**src/rtl/mips_int_pkg.sv**
```systemverilog
// Shared definitions for the MIPS interrupt controller.
// Latency: none (constants and types only).
// Backpressure: not applicable.
// Contents: register address map, controller state enum, status bit positions.
package mips_int_pkg;

  // Configuration register map (cfg_addr)
  localparam logic [1:0] CFG_ENABLE = 2'd0;
  localparam logic [1:0] CFG_MODE   = 2'd1;
  localparam logic [1:0] CFG_PEND   = 2'd2;  // write-1-to-clear
  localparam logic [1:0] CFG_STATUS = 2'd3;  // read-only

  // Status word layout: in_service flag at the top, active id at the bottom
  localparam int STAT_INSVC_BIT = 31;
  localparam int STAT_ID_LSB    = 0;

  // Request/acknowledge/done handshake towards the core
  typedef enum logic [1:0] {
    IDLE    = 2'd0,
    REQ     = 2'd1,
    SERVICE = 2'd2
  } int_state_e;

endpackage

```
**src/rtl/mips_irq_prio.sv**
```systemverilog
// Fixed-priority encoder: lowest set index of req wins.
// Latency: purely combinational.
// Backpressure: not applicable.
// Ports: req (one bit per channel) -> any_valid (some bit set), id (winning index).
module mips_irq_prio #(
  parameter int NUM_IRQ = 8,
  parameter int ID_W    = (NUM_IRQ > 1) ? $clog2(NUM_IRQ) : 1
) (
  input  logic [NUM_IRQ-1:0] req,
  output logic               any_valid,
  output logic [ID_W-1:0]    id
);

  // Scan from the top down so the last hit, the lowest index, is what remains.
  always_comb begin
    any_valid = 1'b0;
    id        = '0;
    for (int i = NUM_IRQ - 1; i >= 0; i--) begin
      if (req[i]) begin
        any_valid = 1'b1;
        id        = ID_W'(i);
      end
    end
  end

endmodule

```
**src/rtl/mips_int_ctrl.sv**
```systemverilog
// Multi-channel interrupt controller feeding the MIPS core's single interrupt input.
// Latency: int_req rises 2 cycles after a source edge; cfg_rdata is combinational.
// Backpressure: int_req held until int_ack; no new request until int_done returns to IDLE.
// Ports: clk/rst (sync, active-high); irq_in sources; cfg_we/cfg_addr/cfg_wdata/cfg_rdata
//        register port; int_req/int_id/int_ack/int_done core handshake.
module mips_int_ctrl
  import mips_int_pkg::*;
#(
  parameter int                 NUM_IRQ    = 8,
  parameter logic [NUM_IRQ-1:0] ENABLE_RST = '1,
  parameter logic [NUM_IRQ-1:0] MODE_RST   = '1,   // 1 = edge, 0 = level
  parameter int                 ID_W       = (NUM_IRQ > 1) ? $clog2(NUM_IRQ) : 1
) (
  input  logic               clk,
  input  logic               rst,
  input  logic [NUM_IRQ-1:0] irq_in,
  input  logic               cfg_we,
  input  logic [1:0]         cfg_addr,
  input  logic [31:0]        cfg_wdata,
  output logic [31:0]        cfg_rdata,
  output logic               int_req,
  output logic [ID_W-1:0]    int_id,
  input  logic               int_ack,
  input  logic               int_done
);

  // ------------------------------------------------------------------
  // State
  // ------------------------------------------------------------------
  logic [NUM_IRQ-1:0] enable_q;
  logic [NUM_IRQ-1:0] mode_q;
  logic [NUM_IRQ-1:0] pend_q,  pend_d;
  logic [NUM_IRQ-1:0] irq_prev_q;
  int_state_e         state_q, state_d;
  logic [ID_W-1:0]    id_q,    id_d;

  // Upper write-data bits beyond NUM_IRQ have no meaning here.
  logic unused_wdata;
  assign unused_wdata = ^cfg_wdata;

  // ------------------------------------------------------------------
  // Pending update
  // ------------------------------------------------------------------
  logic [NUM_IRQ-1:0] edge_set;
  logic [NUM_IRQ-1:0] w1c_clr;
  logic [NUM_IRQ-1:0] ack_clr;
  logic               ack_take;

  assign ack_take = (state_q == REQ) && int_ack;

  always_comb begin
    edge_set = irq_in & ~irq_prev_q;
    w1c_clr  = '0;
    ack_clr  = '0;
    if (cfg_we && (cfg_addr == CFG_PEND)) begin
      w1c_clr = cfg_wdata[NUM_IRQ-1:0];
    end
    if (ack_take) begin
      ack_clr = NUM_IRQ'(1) << id_q;
    end
    // Edge channels: set beats clear. Level channels simply mirror the line,
    // which also makes W1C and ack clears irrelevant for them.
    pend_d = (mode_q  & ((pend_q & ~(w1c_clr | ack_clr)) | edge_set))
           | (~mode_q & irq_in);
  end

  // ------------------------------------------------------------------
  // Arbitration
  // ------------------------------------------------------------------
  logic [NUM_IRQ-1:0] eligible;
  logic               win_vld;
  logic [ID_W-1:0]    win_id;

  assign eligible = pend_q & enable_q;

  mips_irq_prio #(
    .NUM_IRQ (NUM_IRQ),
    .ID_W    (ID_W)
  ) u_prio (
    .req       (eligible),
    .any_valid (win_vld),
    .id        (win_id)
  );

  // ------------------------------------------------------------------
  // Handshake FSM
  // ------------------------------------------------------------------
  always_comb begin
    state_d = state_q;
    id_d    = id_q;
    unique case (state_q)
      IDLE: begin
        if (win_vld) begin
          id_d    = win_id;
          state_d = REQ;
        end
      end
      // Once raised, the request stands even if the channel gets masked or
      // cleared; the core is already committed to taking it.
      REQ: begin
        if (int_ack) begin
          state_d = SERVICE;
        end
      end
      SERVICE: begin
        if (int_done) begin
          state_d = IDLE;
        end
      end
      default: begin
        state_d = IDLE;
      end
    endcase
  end

  always_ff @(posedge clk) begin
    if (rst) begin
      enable_q   <= ENABLE_RST;
      mode_q     <= MODE_RST;
      pend_q     <= '0;
      irq_prev_q <= '0;
      state_q    <= IDLE;
      id_q       <= '0;
    end else begin
      pend_q     <= pend_d;
      irq_prev_q <= irq_in;
      state_q    <= state_d;
      id_q       <= id_d;
      if (cfg_we && (cfg_addr == CFG_ENABLE)) begin
        enable_q <= cfg_wdata[NUM_IRQ-1:0];
      end
      if (cfg_we && (cfg_addr == CFG_MODE)) begin
        mode_q <= cfg_wdata[NUM_IRQ-1:0];
      end
    end
  end

  assign int_req = (state_q == REQ);
  assign int_id  = id_q;

  // ------------------------------------------------------------------
  // Register read port
  // ------------------------------------------------------------------
  logic [31:0] status_word;

  always_comb begin
    status_word                             = '0;
    status_word[STAT_ID_LSB +: ID_W]        = id_q;
    status_word[STAT_INSVC_BIT]             = (state_q == SERVICE);
  end

  always_comb begin
    cfg_rdata = '0;
    unique case (cfg_addr)
      CFG_ENABLE: cfg_rdata = 32'(enable_q);
      CFG_MODE:   cfg_rdata = 32'(mode_q);
      CFG_PEND:   cfg_rdata = 32'(pend_q);
      CFG_STATUS: cfg_rdata = status_word;
      default:    cfg_rdata = '0;
    endcase
  end

endmodule
```
**config.mk**
```make
export PLATFORM = sky130hd
export DESIGN_NAME = mips_int_ctrl
export DESIGN_NICKNAME = d
export VERILOG_FILES = /design/src/rtl/mips_int_pkg.sv /design/src/rtl/mips_irq_prio.sv /design/src/rtl/mips_int_ctrl.sv
export SDC_FILE = /design/constraint.sdc
export NUM_CORES = 1
export LEC_CHECK = 0
export CORE_MARGIN = 4
export CORE_UTILIZATION = 39
export CTS_CLUSTER_DIAMETER = 40
export CTS_CLUSTER_SIZE = 12
export DETAILED_ROUTE_END_ITERATION = 10
export PLACE_DENSITY = 0.77
export SYNTH_ARGS = -nofsm -noshare
export SYNTH_HDL_FRONTEND = slang
export SYNTH_HIERARCHICAL = 1
export SYNTH_SLANG_ARGS = --single-unit
```
**constraint.sdc**
```tcl
create_clock -name clk -period 1.47 [get_ports clk]
set_clock_uncertainty 0.2 [all_clocks]
set_input_delay 0.294 -clock clk [delete_from_list [all_inputs] [get_ports clk]]
set_output_delay 0.294 -clock clk [all_outputs]
set_load 0.02 [all_outputs]
```
### Word-level counts from Yosys, hierarchy flattened

Cells that the tools add are included.

* register bits after elaboration: 37
* word-level logic and storage cells: 57

* shifts and indexed selects: 1
* reductions and logical operators: 8
* mux-type cells: 23
* bitwise operators: 11
* equal/unequal tests: 8

Operator list (count)
* $pmux 32 s4: 1
* $and 8x8->8: 5
* $mux 3: 8
* $not 8->8: 3
* $or 8x8->8: 3
* $mux 8: 2
* $mux 1: 8
* $shl 1x3->8 const A: 1
* $eq 2x2->1 const B: 3
* $mux 2: 3
* $pmux 2 s3: 1
* $eq 2x1->1 const B: 2
* $logic_and 1x1->1: 4
* $logic_not 2->1: 2
* $ne 2x1->1 const B: 2
* $reduce_and 3->1: 1
* $ne 2x2->1 const B: 1
* $reduce_and 2->1: 1

### Longest topological paths before layout

Gate-level depths: netlist of run 1.

* word-level depth: 11
* gate-level depth with buffers: 6

### Modules after synthesis

Netlist of run 1, hierarchy kept.

Modules (own cells, without submodules)
* mips_int_ctrl: area each 1905.6 µm², times used 1, sequential area each 740.7 µm², cells each 217
* mips_irq_prio: area each 80.1 µm², times used 1, sequential area each 0.0 µm², cells each 13

### Worst setup path after synthesis of run 1

Ideal clock, no wire load.

* path kind: input to output
* start point: input cfg_addr[1]
* end point: output cfg_rdata[3]
* stages on the path: 3
* slack: -0.110 ns
* data arrival time: 1.086 ns
* required time: 0.976 ns
* path buffers: 2
* cell sequence: clkbuf_2 -> buf_2 -> o21ai_0

* longest elaborated chain between the ends: 2
* elaborated cells on any way between the ends: 5
* those cells by class: 3 x eq/ne; 1 x mux; 1 x reduce/logical

Ends and longest elaborated chain
* start, declared: line mips_int_ctrl.sv:18 `input logic [1:0] cfg_addr,`
* $eq 2x2->1 (tied with other cells): line mips_int_ctrl.sv:154 `unique case (cfg_addr)`
* $pmux 32 s4 *: line mips_int_ctrl.sv:154
* end, declared: line mips_int_ctrl.sv:20 `output logic [31:0] cfg_rdata,`

Every way passes the cells marked *; elsewhere a longest branch is shown, timed or not. The select of a mux whose other input is x is not followed.

### Worst setup path after layout of run 1

* start point: register enable_q[2]
* end point: register id_q[2] (netlist: int_id[2])

* longest elaborated chain between the ends: 5
* elaborated cells on any way between the ends: 8
* those cells by class: 6 x mux; 1 x bitwise; 1 x reduce/logical

Ends and longest elaborated chain
* start, declared: line mips_int_ctrl.sv:30 `logic [NUM_IRQ-1:0] enable_q;`
* start signal, assigned: line mips_int_ctrl.sv:130 `enable_q <= cfg_wdata[NUM_IRQ-1:0];`
* $and 8x8->8: line mips_int_ctrl.sv:74 `assign eligible = pend_q & enable_q;`
* net eligible[2]: line mips_int_ctrl.sv:70 `logic [NUM_IRQ-1:0] eligible;`
* $mux 1 (3 in a row): line mips_irq_prio.sv:19 `if (req[i]) begin`
* net win_vld: line mips_int_ctrl.sv:71 `logic win_vld;`
* $reduce_and 2->1 (no line)
* end signal, assigned: line mips_int_ctrl.sv:128 `id_q <= id_d;`
* end, declared: line mips_int_ctrl.sv:35 `logic [ID_W-1:0] id_q, id_d;`

The timed path passes the listed nets, and every way through them passes these cells.
A chain may end at the register's enable or synchronous reset.

==> reports/qor_table.md, run 1 <==
| Parameter | This run | Unit |
|---|---|---|
| Dominant cell by count in the synthesized netlist | sky130_fd_sc_hd__nand2_1 | - |
| Clk slew on worst S/H paths | 0.07 | ns |
| Unrepaired setup endpoints after global routing | true | - |
| Count of pins on the block boundary | 83 | - |
| Failing checks | negative setup slack | - |
| Core occupancy in the finished layout | 0.6249 | - |
| Maximum level of the CTS H-tree | 2 | - |
| Count of warnings emitted by yosys | 6 | - |
| Most used flip-flop cell after synthesis | sky130_fd_sc_hd__dfxtp_1 | - |
| Critical path data required time | 1.46 | ns |
| Ratio of total power to cell area | 900.5 | nW/um^2 |
| Half-perimeter wire length after placement | 3963 | microns |
| Flip-flop and latch area | 764.5 | sq um |
| Part of the Yosys area used for sequential elements | 0.3730 | - |
| Logic gate share of total power | 0.320 | - |
| Buffers from clock root to sink, at most | 2 | - |
| Effective utilization at floorplan | 0.4122 | - |
| Proportion of register bits with asynchronous set or reset after synthesis | 0 | - |
| Signal arrival time at the worst endpoint | 1.75 | ns |
| CTS sink count | 37 | - |
| Average wire length per cell after detail routing | 14.33 | microns |
| Post-route minimum period | 1.764 | ns |
| Crit start category | register | - |
| Maximum fanout encountered on the critical timing path | 3 | - |
| Detailed-route DRC error count | 0 | - |
| Core region area | 4817 | sq um |
| Max stage delay on crit path | 0.33 | ns |
| DRT Wirelength | 5573 | microns |
| Worst Setup End Kind | register | - |
| Via count of the first global-routing pass | 1900 | - |
| Chain of cells forming the critical path | buf_6 > and2_4 > nor4_4 > nand2_1 > nor3b_4 > mux2i_1 > nor2_1 | - |
| Detail-routed via count per cell | 4.961 | - |
| Count of flip-flops with a built-in enable after synthesis | 0 | - |
| Max Transition Viols Final | 0 | - |
| Mapped Cells | 230 | - |
| Final Net Count | 368 | - |
| Routed vias | 1930 | - |
| Sw Pwr | 0.8491 | mW |
| Portion of total power attributed to the clock network | 0.262 | - |
| Final hold violation count | 0 | - |
| Area growth, synth to finish | 51.61 | % |
| Filler cell count | 411 | - |
| Initial antenna violation count | 0 | - |
| Leading area contributor after synthesis | sky130_fd_sc_hd__dfxtp_1 | - |
| Global-route wire length before repair | 8673 | microns |
| DRC violation total after the first TritonRoute iteration | 101 | - |
| Switching part of the total power | 0.3132 | - |
| Final clock period utilization by the worst path | 1.200 | - |
| Cell Rows | 25 | - |
| DRT antenna net count | 0 | - |
| Clock latency on the worst-skew pair | 0.30 | ns |
| X dimension of the die | 79.36 | microns |
| Number of iterations in the first detailed-routing pass | 4 | - |
| Cell types occupying the most area after synthesis | sky130_fd_sc_hd__dfxtp_1 37%, sky130_fd_sc_hd__buf_4 9.1%, sky130_fd_sc_hd__nand2_1 9.1% | - |
| Global-route usage over all layers | 0.1785 | - |
| Final setup margin | -0.2941 | ns |
| Post-synthesis instance area | 1986 | sq um |
| Global-route congestion overflow total | 0 | - |
| Layout cells sized above 1 | 0.4224 | - |
| Worst VDD drop | 0.0005687 | V |
| Die footprint | 6297 | sq um |
| Pre-CTS WS | -1.061 | ns |
| Clock tree from TritonCTS | yes | - |
| Die Span Y | 79.36 | microns |
| Buffers added on ports | 35 | - |
| Max-cap violations | 0 | - |
| Internal cell power | 1.862 | mW |
| Final weighted congestion in routability-driven placement | 0.8312 | - |
| CP max-delay cell | sky130_fd_sc_hd__dfxtp_2 | - |
| Synth top cells by count | 48 x sky130_fd_sc_hd__nand2_1, 37 x sky130_fd_sc_hd__dfxtp_1, 24 x sky130_fd_sc_hd__buf_4 | - |
| Setup Viol. Count Final | 13 | - |
| Cell leakage power | 1.383 | nW |
| Status | complete, but fails checks | - |
| Pin count of the biggest net entering global routing | 35 | - |
| Share of the synthesized area in the top cell type | 0.3730 | - |
| WS Path Type | register to register | - |
| Max Fclk | 566.9 | MHz |
| Footprint of the multi-input gates | 1225 | sq um |
| Antenna diodes | 0 | - |
| Worst hold-check path type | input port to register | - |
| Part of the power in registers | 0.418 | - |
| Count of state elements after synthesis | 37 | - |
| Mean cell area of the mapped netlist | 8.633 | sq um |
| Clock tree root driver cell | sky130_fd_sc_hd__clkbuf_8 | - |
| Count of cell types in the netlist | 35 | - |
| Number of buffers added by the clock tree synthesis step | 5 | - |
[final timing paths]
path	slack (ns)	endpoint	from	cells after the start
hold / removal	0.15	state_q[1]	int_ack	3
hold reg to reg	0.27	pend_q[0]	irq_prev_q[0]	3
setup / recovery	-0.29	int_id[2]	enable_q[2]	7
setup reg to reg	-0.29	int_id[2]	enable_q[2]	7
[registers in the layout (all words and copies together) (netlist names)]
name        count
irq_prev_q      8
state_q         2
int_id          3
pend_q          8
mode_q          8
enable_q        8
[per-stage QoR]
step / area, sq um / setup TNS (ns) / std cells / hold slack, ns / power (mW)
3_3_place_gp: 2733 / -20.50 / 374 / 0.2460 / 1.908
2_1_floorplan: 2132 / -0.06035 / 252 / 0.2119 / 1.616
5_1_grt: 3010 / -2.363 / 389 / 0.1648 / 2.814
6_report: 3010 / -1.845 / 389 / 0.1459 / 2.711
4_1_cts: 2927 / -2.130 / 388 / 0.2698 / 2.677
3_5_place_dp: 2733 / -21.52 / 374 / 0.2505 / 1.932
[critical path, delay by kind of cell, from the launching register on]
kind	cells	cell delay [ns]
AND/OR/NAND/NOR	5	0.83
flip-flops	1	0.33
multiplexers	1	0.18
buffers and inverters	1	0.11
[cells by family after synthesis]
family | count (synthesis) | share of synthesized area
AO/OA/AOI/OAI | 27 | 0.1027
buffers and inverters | 34 | 0.1159
flip-flops | 37 | 0.3730
multiplexers | 12 | 0.07939
other | 1 | 0.001889
AND/OR/NAND/NOR | 119 | 0.3270
[final cells by class]
type | count | share of cell area
Multi-Input combinational cell | 181 | 0.4069
Inverter | 2 | 0.002494
Sequential cell | 37 | 0.2539
Tap cell | 67 | 0.02785
Clock buffer | 5 | 0.02286
Clock inverter | 3 | 0.005819
Timing Repair Buffer | 94 | 0.2801
[cells in the final DEF, fill, tap and decap left out, drive strengths merged, types with 3 or more instances in the layout]
cell type      instances
conb                  23
nor2b                 20
buf                   74
nand2                 48
mux2i                  9
clkbuf                 5
nor2                  11
clkdlybuf4s50         18
nand3b                 9
a211o                  8
nor3                   3
o41ai                  9
and2                   8
dfxtp                 37
and3                   8
o21ai                  6
mux4                   3
[timing repair]
item,in CTS,in global routing
hold buffers,0,0
gates cloned,0,0
pin swaps,13,10
gates resized for setup,106,28
buffers inserted,7,2
hold endpoints to repair,0,0
setup endpoints to repair,41,29
[metal layers]
metal	wire length, microns	vias to the layer above	share of wire	global-route usage
li1	-	927	-	-
met3	375	12	0.067	0.04082
met5	0	-	0	0
met2	2863	80	0.51	0.3157
met4	108	0	0.019	0.07904
met1	2225	911	0.40	0.2035
[power groups by stage]
stage | Sequential [mW] | Combinational (mW) | Clock, mW
floorplan | 1.16 | 0.452 | 0
global placement | 1.14 | 0.768 | 0
detailed placement | 1.14 | 0.788 | 0
CTS | 1.13 | 0.830 | 0.719
global route | 1.14 | 0.924 | 0.748
finish | 1.13 | 0.866 | 0.711
(Power assumes the default switching activity.)
==> inputs of run 2 (changes only) <==
--- a/config.mk
+++ b/config.mk
@@ -5,12 +5,14 @@
 export SDC_FILE = /design/constraint.sdc
 export NUM_CORES = 1
 export LEC_CHECK = 0
+export CELL_PAD_IN_SITES_DETAIL_PLACEMENT = 1
+export CELL_PAD_IN_SITES_GLOBAL_PLACEMENT = 2
 export CORE_MARGIN = 4
-export CORE_UTILIZATION = 39
+export CORE_UTILIZATION = 21
 export CTS_CLUSTER_DIAMETER = 40
 export CTS_CLUSTER_SIZE = 12
 export DETAILED_ROUTE_END_ITERATION = 10
-export PLACE_DENSITY = 0.77
+export PLACE_DENSITY_LB_ADDON = 0.1
 export SYNTH_ARGS = -nofsm -noshare
 export SYNTH_HDL_FRONTEND = slang
 export SYNTH_HIERARCHICAL = 1
==> constraint.sdc (replaced) <==
create_clock -name clk -period 1.47 [get_ports clk]
set_clock_uncertainty 0.2 [all_clocks]
set_input_delay 0.147 -clock clk [delete_from_list [all_inputs] [get_ports clk]]
set_output_delay 0.147 -clock clk [all_outputs]
set_load 0.02 [all_outputs]
==> reports/qor_table.md, run 2 (synthesized netlist as in run 1, its figures left out) <==
| Parameter | This run | Unit | Change |
|---|---|---|---|
| Via count of the first global-routing pass | 1847 | - | was 1900 |
| Final Net Count | 356 | - | was 368 |
| Pre-CTS WS | -0.7779 | ns | was -1.061 ns |
| Maximum fanout encountered on the critical timing path | 3 | - | unchanged |
| Layout cells sized above 1 | 0.3194 | - | was 0.4224 |
| Max-cap violations | 0 | - | unchanged |
| Worst hold-check path type | input port to register | - | unchanged |
| Most common cell after layout, fill and taps aside | sky130_fd_sc_hd__nand2_1 | - | was sky130_fd_sc_hd__buf_4 |
| DRT Wirelength | 6454 | microns | was 5573 microns |
| Clk slew on worst S/H paths | 0.08 | ns | was 0.07 ns |
| Initial antenna violation count | 0 | - | unchanged |
| Final setup margin | -0.1844 | ns | was -0.2941 ns |
| Buffers from clock root to sink, at most | 2 | - | unchanged |
| WS Path Type | register to register | - | unchanged |
| CTS sink count | 37 | - | unchanged |
| Critical path's top delay family | simple AND/OR/NAND/NOR gates | - | unchanged |
| Unrepaired setup endpoints after global routing | true | - | unchanged |
| Area growth, synth to finish | 46.94 | % | was 51.61% |
| Half-perimeter wire length after placement | 4724 | microns | was 3963 microns |
| X dimension of the die | 105.2 | microns | was 79.36 microns |
| Flip-flop and latch area | 757.0 | sq um | was 764.5 sq um |
| Max Transition Viols Final | 0 | - | unchanged |
| Global-route usage over all layers | 0.1195 | - | was 0.1785 |
| Ratio of total power to cell area | 906.2 | nW/um^2 | was 900.5 nW/um^2 |
| Global-route wire length before repair | 10240 | microns | was 8673 microns |
| Effective utilization at floorplan | 0.2149 | - | was 0.4122 |
| Final clock period utilization by the worst path | 1.125 | - | was 1.200 |
| Total of hold buffers inserted after clock tree synthesis | 0 | - | unchanged |
| Worst Setup End Kind | register | - | unchanged |
| Die footprint | 11080 | sq um | was 6297 sq um |
| Detail-routed via count per cell | 4.144 | - | was 4.961 |
| Footprint of the multi-input gates | 1150 | sq um | was 1225 sq um |
| Die Span Y | 105.2 | microns | was 79.36 microns |
| Status | complete, but fails checks | - | unchanged |
| Average wire length per cell after detail routing | 14.70 | microns | was 14.33 microns |
| Routed vias | 1819 | - | was 1930 |
| Buffers added on ports | 35 | - | unchanged |
| Antenna diodes | 0 | - | unchanged |
| Worst VDD drop | 0.0003033 | V | was 0.0005687 V |
| Detailed-route DRC error count | 0 | - | unchanged |
| Most frequent cells in the layout | 48 x sky130_fd_sc_hd__nand2_1, 41 x sky130_fd_sc_hd__buf_4, 24 x sky130_fd_sc_hd__dfxtp_1 | - | was 52 x sky130_fd_sc_hd__buf_4, 43 x sky130_fd_sc_hd__nand2_1, 23 x sky130_fd_sc_hd__conb_1 |
| Buf/Inv on CP | 0 | - | was 1 |
| DRC violation total after the first TritonRoute iteration | 33 | - | was 101 |
| Filler cell count | 1097 | - | was 411 |
| Max stage delay on crit path | 0.33 | ns | about the same |
| Chain of cells forming the critical path | and2_4 > nor4_4 > nand2_1 > nor3b_4 > mux2i_1 > nor2_1 | - | was buf_6 > and2_4 > nor4_4 > nand2_1 > nor3b_4 > mux2i_1 > nor2_1 |
| Placed inst area | 2711 | sq um | was 2733 sq um |
| Failing checks | negative setup slack | - | unchanged |
| CP max-delay cell | sky130_fd_sc_hd__dfxtp_2 | - | unchanged |
| Global-route congestion overflow total | 0 | - | unchanged |
| Signal arrival time at the worst endpoint | 1.64 | ns | was 1.75 ns |
| Busiest layer in global routing | met2 | - | unchanged |
| Met3 Track Usage GR | 0.02633 | - | was 0.04082 |
| Count of pins on the block boundary | 83 | - | unchanged |
| Fraction of met2 tracks used by global routing | 0.1872 | - | was 0.3157 |
| Clock tree from TritonCTS | yes | - | unchanged |
| Crit start category | register | - | unchanged |
| Clock tree root driver cell | sky130_fd_sc_hd__clkbuf_8 | - | unchanged |
| Max Fclk | 604.5 | MHz | was 566.9 MHz |
| Setup Viol. Count Final | 7 | - | was 13 |
| Cell leakage power | 1.289 | nW | was 1.383 nW |
| Final weighted congestion in routability-driven placement | 0.7107 | - | was 0.8312 |
| Final Non-Filler Cells | 439 | - | was 389 |
| Post-Layout Inst Area | 2918 | sq um | was 3010 sq um |
| Number of iterations in the first detailed-routing pass | 4 | - | unchanged |
| Final hold violation count | 0 | - | unchanged |
| Post-route minimum period | 1.654 | ns | was 1.764 ns |
| Pin count of the biggest net entering global routing | 32 | - | was 35 |
| Critical path data required time | 1.45 | ns | was 1.46 ns |
| # placed instances | 422 | - | was 374 |
| Clock latency on the worst-skew pair | 0.29 | ns | was 0.30 ns |
| Global-route track usage on met1 | 0.1648 | - | was 0.2035 |
| Number of buffers added by the clock tree synthesis step | 5 | - | unchanged |
| Cell Rows | 35 | - | was 25 |
| Core region area | 9240 | sq um | was 4817 sq um |
| Maximum level of the CTS H-tree | 2 | - | unchanged |
| DRT antenna net count | 0 | - | unchanged |
[run 2: cell types whose count changed in the layout (fill, tap and decap cells not counted), moves of 6 or more]
cell                      change
sky130_fd_sc_hd__buf_6       -13
sky130_fd_sc_hd__buf_4       -11
sky130_fd_sc_hd__dfxtp_1      +6
sky130_fd_sc_hd__dfxtp_2      -6
[run 2: per-layer routing]
| metal | vias up | part of all wire |
|---|---|---|
| li1 | 899 | - |
| met1 | 880 | 0.49 |
| met2 | 35 | 0.47 |
| met3 | 5 | 0.036 |
| met4 | 0 | 0.012 |
| met5 | - | 0 |
[run 2: path summary, 6_finish.rpt]
kind	from	end	slack, ns	cells past startpoint
max	enable_q[4]	int_id[0]	-0.18	6
min	irq_in[5]	irq_prev_q[5]	0.23	2
max reg2reg	enable_q[4]	int_id[0]	-0.18	6
min reg2reg	irq_prev_q[3]	pend_q[3]	0.27	3
[run 2: final cells by class]
class                           instances  share of cell area
Inverter                                2            0.002573
Timing Repair Buffer                   82              0.2611
Tap cell                              129             0.05532
Multi-Input combinational cell        181              0.3941
Sequential cell                        37              0.2594
Clock buffer                            8             0.02744
[run 2: report_power, final]
part | switching (mW) | internal, mW | leakage (nW)
Clock | 0.366 | 0.337 | 0.0395
Combinational | 0.398 | 0.417 | 0.943
Sequential | 0.0427 | 1.08 | 0.307
Total | 0.806 | 1.84 | 1.29
[run 2: timing repair]
item                                    in CTS  in global routing
cloned                                       2                  0
gates resized for setup                     76                 21
pin swaps                                    6                  4
setup buffers                                5                  2
endpoints found under the setup margin      41                 25
[run 2: per-stage QoR]
step	setup TNS [ns]	total power, mW	hold slack, ns	util
after floorplan	-0.06035	1.602	0.06486	-
after global placement	-17.52	1.922	0.2560	0.2934
after detailed placement	-18.40	1.926	0.2655	0.2934
after CTS	-1.021	2.683	0.2154	0.3135
after global routing	-1.633	2.817	0.2249	0.3158
final	-0.9152	2.644	0.2261	0.3158
